<file path="config.mk">
export PLATFORM = sky130hd
export DESIGN_NAME = alu_out_stage
export DESIGN_NICKNAME = d
export VERILOG_FILES = /design/src/rtl/alu_pkg.sv /design/src/rtl/alu_flag_gen.sv /design/src/rtl/alu_out_stage.sv
export SDC_FILE = /design/constraint.sdc
export NUM_CORES = 1
export LEC_CHECK = 0
export CAP_MARGIN = 20
export CORE_MARGIN = 1.5
export CORE_UTILIZATION = 30
export CTS_CLUSTER_SIZE = 30
export DETAILED_ROUTE_END_ITERATION = 7
export GPL_TIMING_DRIVEN = 0
export PLACE_DENSITY = 0.53
export SETUP_SLACK_MARGIN = 0.2
export SYNTH_ARGS = -nofsm -noshare
export SYNTH_HDL_FRONTEND = slang
export SYNTH_SLANG_ARGS = --single-unit
</file>
<file path="constraint.sdc">
create_clock -name clk -period 1.6 [get_ports clk]
set_clock_uncertainty 0.05 [all_clocks]
set_input_delay 0.48 -clock clk [delete_from_list [all_inputs] [get_ports clk]]
set_output_delay 0.48 -clock clk [all_outputs]
set_load 0.01 [all_outputs]
</file>
<file path="src/rtl/alu_pkg.sv">
// Shared constants and the buffered entry payload for the ALU output stage.
package alu_pkg;

  localparam int unsigned RES_W = 16;
  localparam int unsigned SEL_W = 4;
  localparam int unsigned CNT_W = 16;

  typedef enum logic [SEL_W-1:0] {
    OP_ADD         = 4'd0,
    OP_SUB         = 4'd1,
    OP_MUL         = 4'd2,
    OP_B_AND       = 4'd3,
    OP_B_OR        = 4'd4,
    OP_B_XOR       = 4'd5,
    OP_B_NAND      = 4'd6,
    OP_B_NOR       = 4'd7,
    OP_LSHIFT      = 4'd8,
    OP_RSHIFT      = 4'd9,
    OP_ROT_L       = 4'd10,
    OP_ROT_R       = 4'd11,
    OP_B_XNOR      = 4'd12,
    OP_GREATER     = 4'd13,
    OP_EQUAL       = 4'd14,
    OP_LESSER_THAN = 4'd15
  } opcode_e;

  typedef struct packed {
    logic [RES_W-1:0] y;
    logic [SEL_W-1:0] sel;
    logic             zero;
    logic             carry;
  } entry_t;

endpackage

</file>
<file path="src/rtl/alu_flag_gen.sv">
// Combinational zero/carry derivation from an ALU result and its opcode.
// Only compiled when ALU_OUT_FLAGS_EN is defined.
`ifdef ALU_OUT_FLAGS_EN
module alu_flag_gen
  import alu_pkg::*;
(
  input  logic [RES_W-1:0] y,
  input  logic [SEL_W-1:0] sel,
  output logic             zero,
  output logic             carry
);

  always_comb begin
    zero  = (y == '0);
    carry = 1'b0;
    case (opcode_e'(sel))
      OP_ADD, OP_SUB:    carry = y[8];
      OP_MUL, OP_LSHIFT: carry = |y[RES_W-1:8];
      default:           carry = 1'b0;
    endcase
  end

endmodule
`endif

</file>
<file path="src/rtl/alu_out_stage.sv">
// Registered 2-entry skid output stage for the 8-bit ALU with result counter.
// ALU_OUT_FLAGS_EN builds per-entry zero/carry flags; otherwise they read 0.
module alu_out_stage
  import alu_pkg::*;
(
  input  logic             clk,
  input  logic             rst,
  input  logic             in_valid,
  output logic             in_ready,
  input  logic [RES_W-1:0] in_y,
  input  logic [SEL_W-1:0] in_sel,
  output logic             out_valid,
  input  logic             out_ready,
  output logic [RES_W-1:0] out_y,
  output logic [SEL_W-1:0] out_sel,
  output logic             out_zero,
  output logic             out_carry,
  output logic [CNT_W-1:0] res_count
);

  entry_t main_q;
  entry_t skid_q;
  entry_t in_entry;
  logic   main_valid;
  logic   skid_valid;
  logic   skid_valid_d;
  logic   in_zero;
  logic   in_carry;
  logic   accept;
  logic   drain;

`ifdef ALU_OUT_FLAGS_EN
  alu_flag_gen u_flag_gen (
    .y     (in_y),
    .sel   (in_sel),
    .zero  (in_zero),
    .carry (in_carry)
  );
`else
  assign in_zero  = 1'b0;
  assign in_carry = 1'b0;
`endif

  assign in_entry = '{y: in_y, sel: in_sel, zero: in_zero, carry: in_carry};
  assign accept   = in_valid & in_ready;
  assign drain    = main_valid & out_ready;

  // Skid occupancy after this edge; in_ready is its registered complement.
  always_comb begin
    skid_valid_d = skid_valid;
    if (drain && skid_valid)
      skid_valid_d = 1'b0;
    else if (!drain && accept && main_valid)
      skid_valid_d = 1'b1;
  end

  always_ff @(posedge clk) begin
    if (rst) begin
      main_q     <= '0;
      skid_q     <= '0;
      main_valid <= 1'b0;
      skid_valid <= 1'b0;
      in_ready   <= 1'b0;
      res_count  <= '0;
    end else begin
      skid_valid <= skid_valid_d;
      in_ready   <= !skid_valid_d;
      if (drain) begin
        res_count <= res_count + CNT_W'(1);
        if (skid_valid)
          main_q <= skid_q;
        else if (accept)
          main_q <= in_entry;
        else
          main_valid <= 1'b0;
      end else if (accept) begin
        if (!main_valid) begin
          main_q     <= in_entry;
          main_valid <= 1'b1;
        end else begin
          skid_q <= in_entry;
        end
      end
    end
  end

  assign out_valid = main_valid;
  assign out_y     = main_q.y;
  assign out_sel   = main_q.sel;
  assign out_zero  = main_q.zero;
  assign out_carry = main_q.carry;

endmodule

</file>
==> impl_metrics.tcl, run 1 <==
set metrics [dict create \
    outcome "finished, violations left" \
    failed_checks "setup timing" \
    drtAntennaViolNets 0 \
    cpMaxStageDelayCell "or4_4" \
    total_wire_length_um 6940 \
    seq_area_frac_synth 0.484 \
    synth-seq-cells 59 \
    finalHoldViolCount 0 \
    timing.hold.ws_ps 404 \
    report.final.setup_viol 2 \
    placeableCoreArea_um2 7810 \
    place_hpwl_um 4250 \
    boundaryPins 64 \
    number_of_placement_rows 32 \
    period_share 1.04 \
    drt_drc_violations_left 0 \
    clock_latency_ps 330 \
    drt-wirelength-per-cell_um 14.0 \
    placement.cell_area_um2 3280 \
    worstHoldPathType "reg2reg" \
    top_delay_family_on_crit_path "simple AND/OR/NAND/NOR gates" \
    via_count_of_the_first_global_routing_pass 2264 \
    report.final.slew_viol_count 0 \
    critical_path_class "reg2reg" \
    place_ws_ps -682 \
    grt_start_max_net_pins 11 \
    max-vdd-ir-drop_v 0.000334 \
    cts.path.max_buffers 2 \
    power_density_nw_per_um2 783 \
    grt_use_total 0.163 \
    cts.clk_slew.worst_paths_ps 60 \
    floorplan.die.width_um 93.2 \
    initial_utilization 0.313 \
    timing.slew.headroom 0.630 \
    netlist_instances 280 \
    cp-end-kind "register" \
    worst-endpoint-required_ps 1820 \
    wire_length_of_the_first_global_routing_pass_um 10900 \
    fraction_of_synthesis_flops_using_an_asynchronous_set_or_reset_pin 0 \
    num_antenna_cells 0 \
    tritoncts "built" \
    path_max_fanout 4 \
    die_area_um2 8690 \
    port_buffers 60 \
    critPathLaunchType "register" \
    clkSinkCount 59 \
    clockRootBuffer "clkbuf_8" \
    maxCapViolations 0 \
    tightest_slew_ps 555 \
    synth_cell_type_count 34 \
    synth_edf_count 0 \
    synthFlopType "dfxtp_1" \
    max_clock_freq_ghz 0.598 \
    ys_warn_count 0 \
    setup_repair_after_global_routing_missed_its_margin "true" \
    drt-pass1-iter-count 4 \
    post_route_cells_drive_above_1_share 0.405 \
    p_leak_nw 1.68 \
    cp_data_arrival_time_ps 1890 \
    cts-buffers-inserted 9 \
    die_height_um 93.2 \
    detailedRoute.firstIterationViolations 90 \
    final_common_cell "nand2_1" \
    number_of_antenna_violations_at_the_first_check_in_global_routing 0 \
    cp.buffers_inverters 1 \
    place_congestion 0.699 \
    syn_area_um2 2440 \
    most-common-layout-cells "nand2_1, nor2_1, dfxtp_1, buf_6, buf_2" \
    final_worst_slack_ps -71.4 \
    fillerInstances 749 \
    grt_overflow_total 0 \
    fin_crit_ps 1670 \
    cpPeakStageDelay_ps 550 \
    route.detailed.vias_per_inst 4.73 \
    finalInstanceArea_um2 3960 \
    synthesis.area_per_instance_um2 8.72 \
    finalNetCount 416 \
    crit_path_cell_trace "inv_2, or4_4, or4b_4, a21oi_2" \
    via_count 2350 \
    syn2layout_area_growth_pct 62.2 \
    clock_tree.htree_level_count 3 \
    final_core_utilization 0.507 \
]
cells in the mapped netlist (5+ instances only):
library cell,count,area share
dfxtp_1,59,0.48
nand2_1,47,0.072
nor2_1,34,0.052
a21oi_1,25,0.051
mux2i_1,21,0.086
a211oi_1,20,0.061
clkbuf_1,14,0.022
xnor2_1,7,0.025
nand4_1,6,0.015
nand3_1,5,0.010
state kept, by name (all words and copies together), names as in the netlist:
| name | count |
|---|---|
| skid_valid | 1 |
| res_count | 16 |
| in_ready | 1 |
| skid_q | 20 |
| out_y | 16 |
| out_valid | 1 |
| out_sel | 4 |
power breakdown:
group / internal [W] / switching [W] / leakage [nW]
Sequential: 0.00150 / 0.0000284 / 0.495
Combinational: 0.000174 / 0.000165 / 1.09
Clock: 0.000676 / 0.000558 / 0.0953
path summary, 6_finish.rpt:
path | from | to | slack [ps] | cells past startpoint
hold reg to reg | skid_q[6] | skid_q[6] | 400 | 2
hold / removal | skid_q[6] | skid_q[6] | 400 | 2
setup / recovery | res_count[10] | res_count[15] | -70 | 4
setup reg to reg | res_count[10] | res_count[15] | -70 | 4
per-stage QoR:
step	total power, W	TNS (ps)	std cells
6_report	0.00310	-74.2	497
5_1_grt	0.00324	-176	497
4_1_cts	0.00312	-47.2	486
3_5_place_dp	0.00189	-29270	443
3_3_place_gp	0.00189	-28350	443
2_1_floorplan	0.00171	-9.36	281
tightest hold or removal path, cell delays in order (launching register included):
cell     delay, ps
dfxtp_1        310
nand2_1         50
a21oi_1         50
timing repair:
action / 4_1_cts / 5_1_grt
pin swaps: 11 / 8
hold buffers: 0 / 0
gates cloned: 3 / 0
endpoints found under the setup margin: 95 / 67
buffers inserted: 25 / 11
gates resized for setup: 218 / 29
final cells by class:
class / instances / area (µm²) / share of cell area
Clock buffer: 13 / 169 / 0.0426
Multi-Input combinational cell: 198 / 1320 / 0.332
Timing Repair Buffer: 99 / 880 / 0.222
Inverter: 4 / 15.0 / 0.00379
Tap cell: 102 / 128 / 0.0322
Buffer: 20 / 200 / 0.0505
Clock inverter: 2 / 10.0 / 0.00253
Sequential cell: 59 / 1240 / 0.314
metal layers:
| metal | up-vias | part of all wire | GRT usage |
|---|---|---|---|
| li1 | 1180 | - | - |
| met1 | 1100 | 0.46 | 0.202 |
| met2 | 62 | 0.47 | 0.265 |
| met3 | 8 | 0.059 | 0.0407 |
| met4 | 0 | 0.011 | 0.0720 |
| met5 | - | 0 | 0 |
cells by family (layout without fill, tap and decap cells):
group,count (synthesis),after routing,share of synthesized area
AOI/OAI and AO/OA,51,51,0.127
xor gates and xnor gates,11,11,0.0394
adders and majority gates,1,1,0.00512
buffers and inverters,24,138,0.0482
DFF,59,59,0.484
muxes,21,21,0.0861
other,1,2,0.00154
and+or+nand+nor,112,112,0.209
Note: power is estimated with default switching activity, not from simulation.
==> inputs of run 2 (changes only) <==
==> constraint.sdc (replaced) <==
create_clock -name clk -period 1.6 [get_ports clk]
set_clock_uncertainty 0.05 [all_clocks]
set_input_delay 0.48 -clock clk [delete_from_list [all_inputs] [get_ports clk]]
set_output_delay 0.48 -clock clk [all_outputs]
set_load 0.05 [all_outputs]
==> run 2 against run 1 <==
  * The run still ends with setup timing left
  * Hold slack worse by 21 ps
  * Maximum frequency increased by 1.1%
  * Count of clock-buffer cells in the layout stayed put
  * Global-route usage increased by 0.17 points
  * First-iteration DRC count down 34%
  * Die area did not move
  * Final cell count decreased by 0.40%
  * Wire length grew 0.92%
  * Sequential power about the same
  * Largest cell class unchanged
==> impl_metrics.tcl, run 2 (synthesis results as in run 1) <==
set metrics [dict create \
    die_height_um 93.2 \
    clock_latency_ps 330 \
    timing.slew.headroom 0.575 \
    power_switching_share 0.282 \
    failed_checks "setup timing" \
    report.final.setup_viol 2 \
    worstHoldPathType "in2reg" \
    boundaryPins 64 \
    tritoncts "built" \
    totalNegativeSetupSlack_ps -92.8 \
    total_switching_power_w 0.000922 \
    grt_use_total 0.164 \
    largest_reg_flops 20 \
    floorplan.die.width_um 93.2 \
    route.detailed.vias_per_inst 4.75 \
    post_route_cells_drive_above_1_share 0.491 \
    via_count_of_the_first_global_routing_pass 2247 \
    number_of_antenna_violations_at_the_first_check_in_global_routing 0 \
    num_antenna_cells 0 \
    outcome "finished, violations left" \
    critPathLaunchType "register" \
    clkSinkCount 59 \
    cpPeakStageDelay_ps 530 \
    final_core_utilization 0.555 \
    p_seq_frac 0.471 \
    final_worst_slack_ps -52.9 \
    crit_path_cell_trace "inv_2, or4_4, or4b_4, a21oi_2" \
    wire_length_of_the_first_global_routing_pass_um 11000 \
    place_congestion 0.736 \
    report.final.slew_viol_count 0 \
    max_clock_freq_ghz 0.605 \
    via_count 2349 \
    finalHoldViolCount 0 \
    cp_data_arrival_time_ps 1880 \
    placeableCoreArea_um2 7810 \
    cp-end-kind "register" \
    cts.clk_slew.worst_paths_ps 60 \
    most-common-layout-cells "nand2_1, buf_6, nor2_1, dfxtp_1, a21oi_1" \
    placement.cell_area_um2 3300 \
    total_wire_length_um 7000 \
    setup_repair_after_global_routing_missed_its_margin "true" \
    port_buffers 60 \
    maxCapViolations 0 \
    top_register "skid_q" \
    worst-endpoint-required_ps 1820 \
    clock_tree.htree_level_count 3 \
    initial_utilization 0.313 \
    syn2layout_area_growth_pct 77.4 \
    critical_path_class "reg2reg" \
    cts-hold-fix-buffers 0 \
    p_comb_frac 0.174 \
    number_of_placement_rows 32 \
    cts.path.max_buffers 2 \
    power_density_nw_per_um2 755 \
    drt_drc_violations_left 0 \
    grt_overflow_total 0 \
    finalInstanceArea_um2 4330 \
    tightest_slew_ps 638 \
    place_hpwl_um 4270 \
    grt_start_max_net_pins 11 \
    p_leak_nw 1.68 \
    detailedRoute.firstIterationViolations 59 \
    internal_power_w 0.00235 \
    fin_crit_ps 1650 \
    drtAntennaViolNets 0 \
    path_max_fanout 2 \
    die_area_um2 8690 \
    cts-buffers-inserted 9 \
    drt-pass1-iter-count 4 \
    final_common_cell "nand2_1" \
    drt-wirelength-per-cell_um 14.1 \
    cpMaxStageDelayCell "or4_4" \
    finalNetCount 413 \
    max-vdd-ir-drop_v 0.000493 \
    period_share 1.03 \
    clockRootBuffer "clkbuf_8" \
    power.share.clock 0.355 \
]
## run 2: through the flow
step,power (W),hold WS [ps],worst slack [ps],std cells
after floorplan,0.00183,383,-109,281
after global placement,0.00202,391,-668,443
after detailed placement,0.00202,396,-678,443
after CTS,0.00323,366,-28.5,482
after global routing,0.00340,399,-110,495
final,0.00327,383,-52.9,495
## run 2: critical path: cells and delay by family (launching register included)
family	cells	cell delay, ps
buffers and inverters	1	40
AO/OA/AOI/OAI	1	120
flip-flops	1	360
AND/OR/NAND/NOR	2	1030
## run 2: final timing paths
kind | depth (start not counted) | slack, ps | from | endpoint
hold reg to reg | 2 | 410 | skid_q[13] | skid_q[13]
hold / removal | 3 | 380 | rst | res_count[13]
setup / recovery | 4 | -50 | res_count[10] | res_count[15]
setup reg to reg | 4 | -50 | res_count[10] | res_count[15]
## run 2: metal layers
metal | track usage | part of all wire | vias up
met5 | 0 | 0 | -
li1 | - | - | 1173
met2 | 0.252 | 0.46 | 52
met3 | 0.0382 | 0.048 | 13
met1 | 0.212 | 0.47 | 1111
met4 | 0.0896 | 0.021 | 0
## run 2: what timing repair did
action / 4_1_cts / 5_1_grt
gates resized for setup: 326 / 86
endpoints found under the setup margin: 95 / 77
endpoints found under the hold margin: 0 / 0
pin swaps: 10 / 25
setup buffers: 20 / 12
cloned: 3 / 1
## run 2: area by class of cell
type,count,area [µm²]
plain buffers,20,209
inverters,4,15.0
clock buffers,13,149
fillers,713,3480
multi-input cells,198,1450
clock inverters,3,15.0
flip-flops and latches,59,1270
repair buffers,96,1100
well taps,102,128
## run 2: power by group through the flow
| stage | combinational [W] | sequential [W] | clock [W] |
|---|---|---|---|
| global placement | 0.000455 | 0.00156 | 0 |
| global route | 0.000603 | 0.00155 | 0.00125 |
| finish | 0.000569 | 0.00154 | 0.00116 |
| CTS | 0.000500 | 0.00154 | 0.00120 |
| floorplan | 0.000135 | 0.00170 | 0 |
| detailed placement | 0.000457 | 0.00156 | 0 |
==> inputs of run 3 (changes only) <==
--- a/config.mk
+++ b/config.mk
@@ -13,6 +13,7 @@
 export GPL_TIMING_DRIVEN = 0
 export PLACE_DENSITY = 0.53
 export SETUP_SLACK_MARGIN = 0.2
+export SKIP_LAST_GASP = 1
 export SYNTH_ARGS = -nofsm -noshare
 export SYNTH_HDL_FRONTEND = slang
 export SYNTH_SLANG_ARGS = --single-unit
==> run 3 against run 2 <==
  * Critical endpoint unchanged
  * Sequential power about the same
  * Largest power group unchanged
  * Wire length up 0.30%
  * Sequential cell count unchanged
  * The flow still finishes with violations (setup timing)
==> impl_metrics.tcl, run 3 (synthesis results as in run 1) <==
set metrics [dict create \
    number_of_antenna_violations_at_the_first_check_in_global_routing 0 \
    largest_reg_flops 20 \
    worst_hold_path.endpoint "res_count[13]" \
    rrSetupSlack_ps -50 \
    report.final.setup_viol 2 \
    tightest_slew_ps 595 \
    path_max_fanout 2 \
    total_switching_power_w 0.000912 \
    initial_utilization 0.313 \
    max-vdd-ir-drop_v 0.000489 \
    final_common_cell "nand2_1" \
    clock_tree.htree_level_count 3 \
    boundaryPins 64 \
    clkSinkCount 59 \
    cp_data_arrival_time_ps 1870 \
    worst-endpoint-required_ps 1820 \
    placeableCoreArea_um2 7810 \
    fillerInstances 739 \
    cts-buffers-inserted 9 \
    cts.path.max_buffers 2 \
    total_wire_length_um 7030 \
    floorplan.die.width_um 93.2 \
    cts-hold-fix-buffers 0 \
    reg2reg_to "res_count[15]" \
    power_switching_share 0.281 \
    fin_crit_ps 1650 \
    place_hpwl_um 4270 \
    grt_use_total 0.165 \
    grt_overflow_total 0 \
    die_height_um 93.2 \
    critical_path_class "reg2reg" \
    period_share 1.03 \
    drt-wirelength-per-cell_um 14.2 \
    finalHoldViolCount 0 \
    die_area_um2 8690 \
    p_comb_frac 0.170 \
    power.share.clock 0.356 \
    grt_start_max_net_pins 11 \
    setup_repair_after_global_routing_missed_its_margin "true" \
    via_count 2350 \
    num_antenna_cells 0 \
    report.power.total_w 0.00325 \
    wire_length_of_the_first_global_routing_pass_um 11100 \
    cts.clk_slew.worst_paths_ps 60 \
    p_seq_frac 0.474 \
    totalNegativeSetupSlack_ps -87.0 \
    layoutNonFillerInstCount 495 \
    failed_checks "setup timing" \
    finalNetCount 413 \
    drtAntennaViolNets 0 \
    via_count_of_the_first_global_routing_pass 2276 \
    clockRootBuffer "clkbuf_8" \
    hold_crit_depth 3 \
    number_of_placement_rows 32 \
    post_route_cells_drive_above_1_share 0.473 \
    drt-pass1-iter-count 4 \
    drt_drc_violations_left 0 \
    clock_latency_ps 330 \
    p_leak_nw 1.70 \
    tritoncts "built" \
    worst-r2r-cell-count 4 \
    report.final.slew_viol_count 0 \
    max_clock_freq_ghz 0.606 \
    hold_start "rst" \
    regToRegStartpoint "res_count[10]" \
    timing.slew.headroom 0.603 \
    most-common-layout-cells "nand2_1, buf_6, nor2_1, dfxtp_1, a21oi_1" \
    internal_power_w 0.00234 \
    cp-end-kind "register" \
    maxCapViolations 0 \
    power_density_nw_per_um2 764 \
    detailedRoute.firstIterationViolations 78 \
    worstHoldPathType "in2reg" \
    critPathLaunchType "register" \
    outcome "finished, violations left" \
    syn2layout_area_growth_pct 74.0 \
    top_register "skid_q" \
    place_congestion 0.736 \
    place_inst 443 \
    final_worst_slack_ps -49.4 \
    port_buffers 60 \
    route.detailed.vias_per_inst 4.75 \
]
run 3: cell counts in the layout (fill, tap and decap cells not counted):
No cell type changed its count.
run 3: final cells by class:
type                    count  area (µm²)  share of cell area
plain buffers              20         209              0.0492
inverters                   4        15.0             0.00353
well taps                 102         128              0.0300
repair buffers             96        1090               0.256
flip-flops and latches     59        1260               0.297
clock buffers              13         149              0.0350
clock inverters             3        15.0             0.00353
multi-input cells         198        1390               0.326
run 3: per-stage QoR:
stage,hold WS (ps),area [µm²],worst slack [ps],utilization
4_1_cts,366,3870,-62.3,0.495
3_3_place_gp,391,3300,-668,0.423
3_5_place_dp,396,3300,-678,0.423
6_report,383,4250,-49.4,0.544
5_1_grt,399,4250,-104,0.544
2_1_floorplan,383,2570,-109,-
run 3: worst max path at each step:
stage                        from       endpoint  slack, ps  cells after the start
floorplan           res_count[10]  res_count[15]       -110                      4
global placement        out_ready       out_y[4]       -670                      5
detailed placement      out_ready       out_y[0]       -680                      5
CTS                  res_count[3]   res_count[3]        -60                      1
global route         res_count[9]  res_count[15]       -100                      4
finish              res_count[10]  res_count[15]        -50                      4
run 3: power by group through the flow:
stage / Sequential, W / Combinational (W) / Clock (W)
2_1_floorplan: 0.00170 / 0.000135 / 0
3_3_place_gp: 0.00156 / 0.000455 / 0
3_5_place_dp: 0.00156 / 0.000457 / 0
4_1_cts: 0.00154 / 0.000500 / 0.00120
5_1_grt: 0.00154 / 0.000584 / 0.00125
6_report: 0.00154 / 0.000553 / 0.00116
run 3: per-layer routing:
metal / vias to the layer above / GRT usage / wire length [µm]
met3: 14 / 0.0374 / 332
met1: 1105 / 0.213 / 3320
met2: 55 / 0.255 / 3220
met5: - / 0 / 0
met4: 0 / 0.0896 / 155
li1: 1176 / - / -
run 3: timing repair:
| action | CTS | global route |
|---|---|---|
| setup endpoints to repair | 95 | 77 |
| gates resized for setup | 313 | 84 |
| cloned | 3 | 1 |
| buffers inserted | 20 | 12 |
| pin swaps | 8 | 23 |
run 3: critical path, stage by stage, from the launching register on:
cell     delay, ps
dfxtp_4        350
inv_2           40
or4_4          530
or4b_4         500
a21oi_2        120
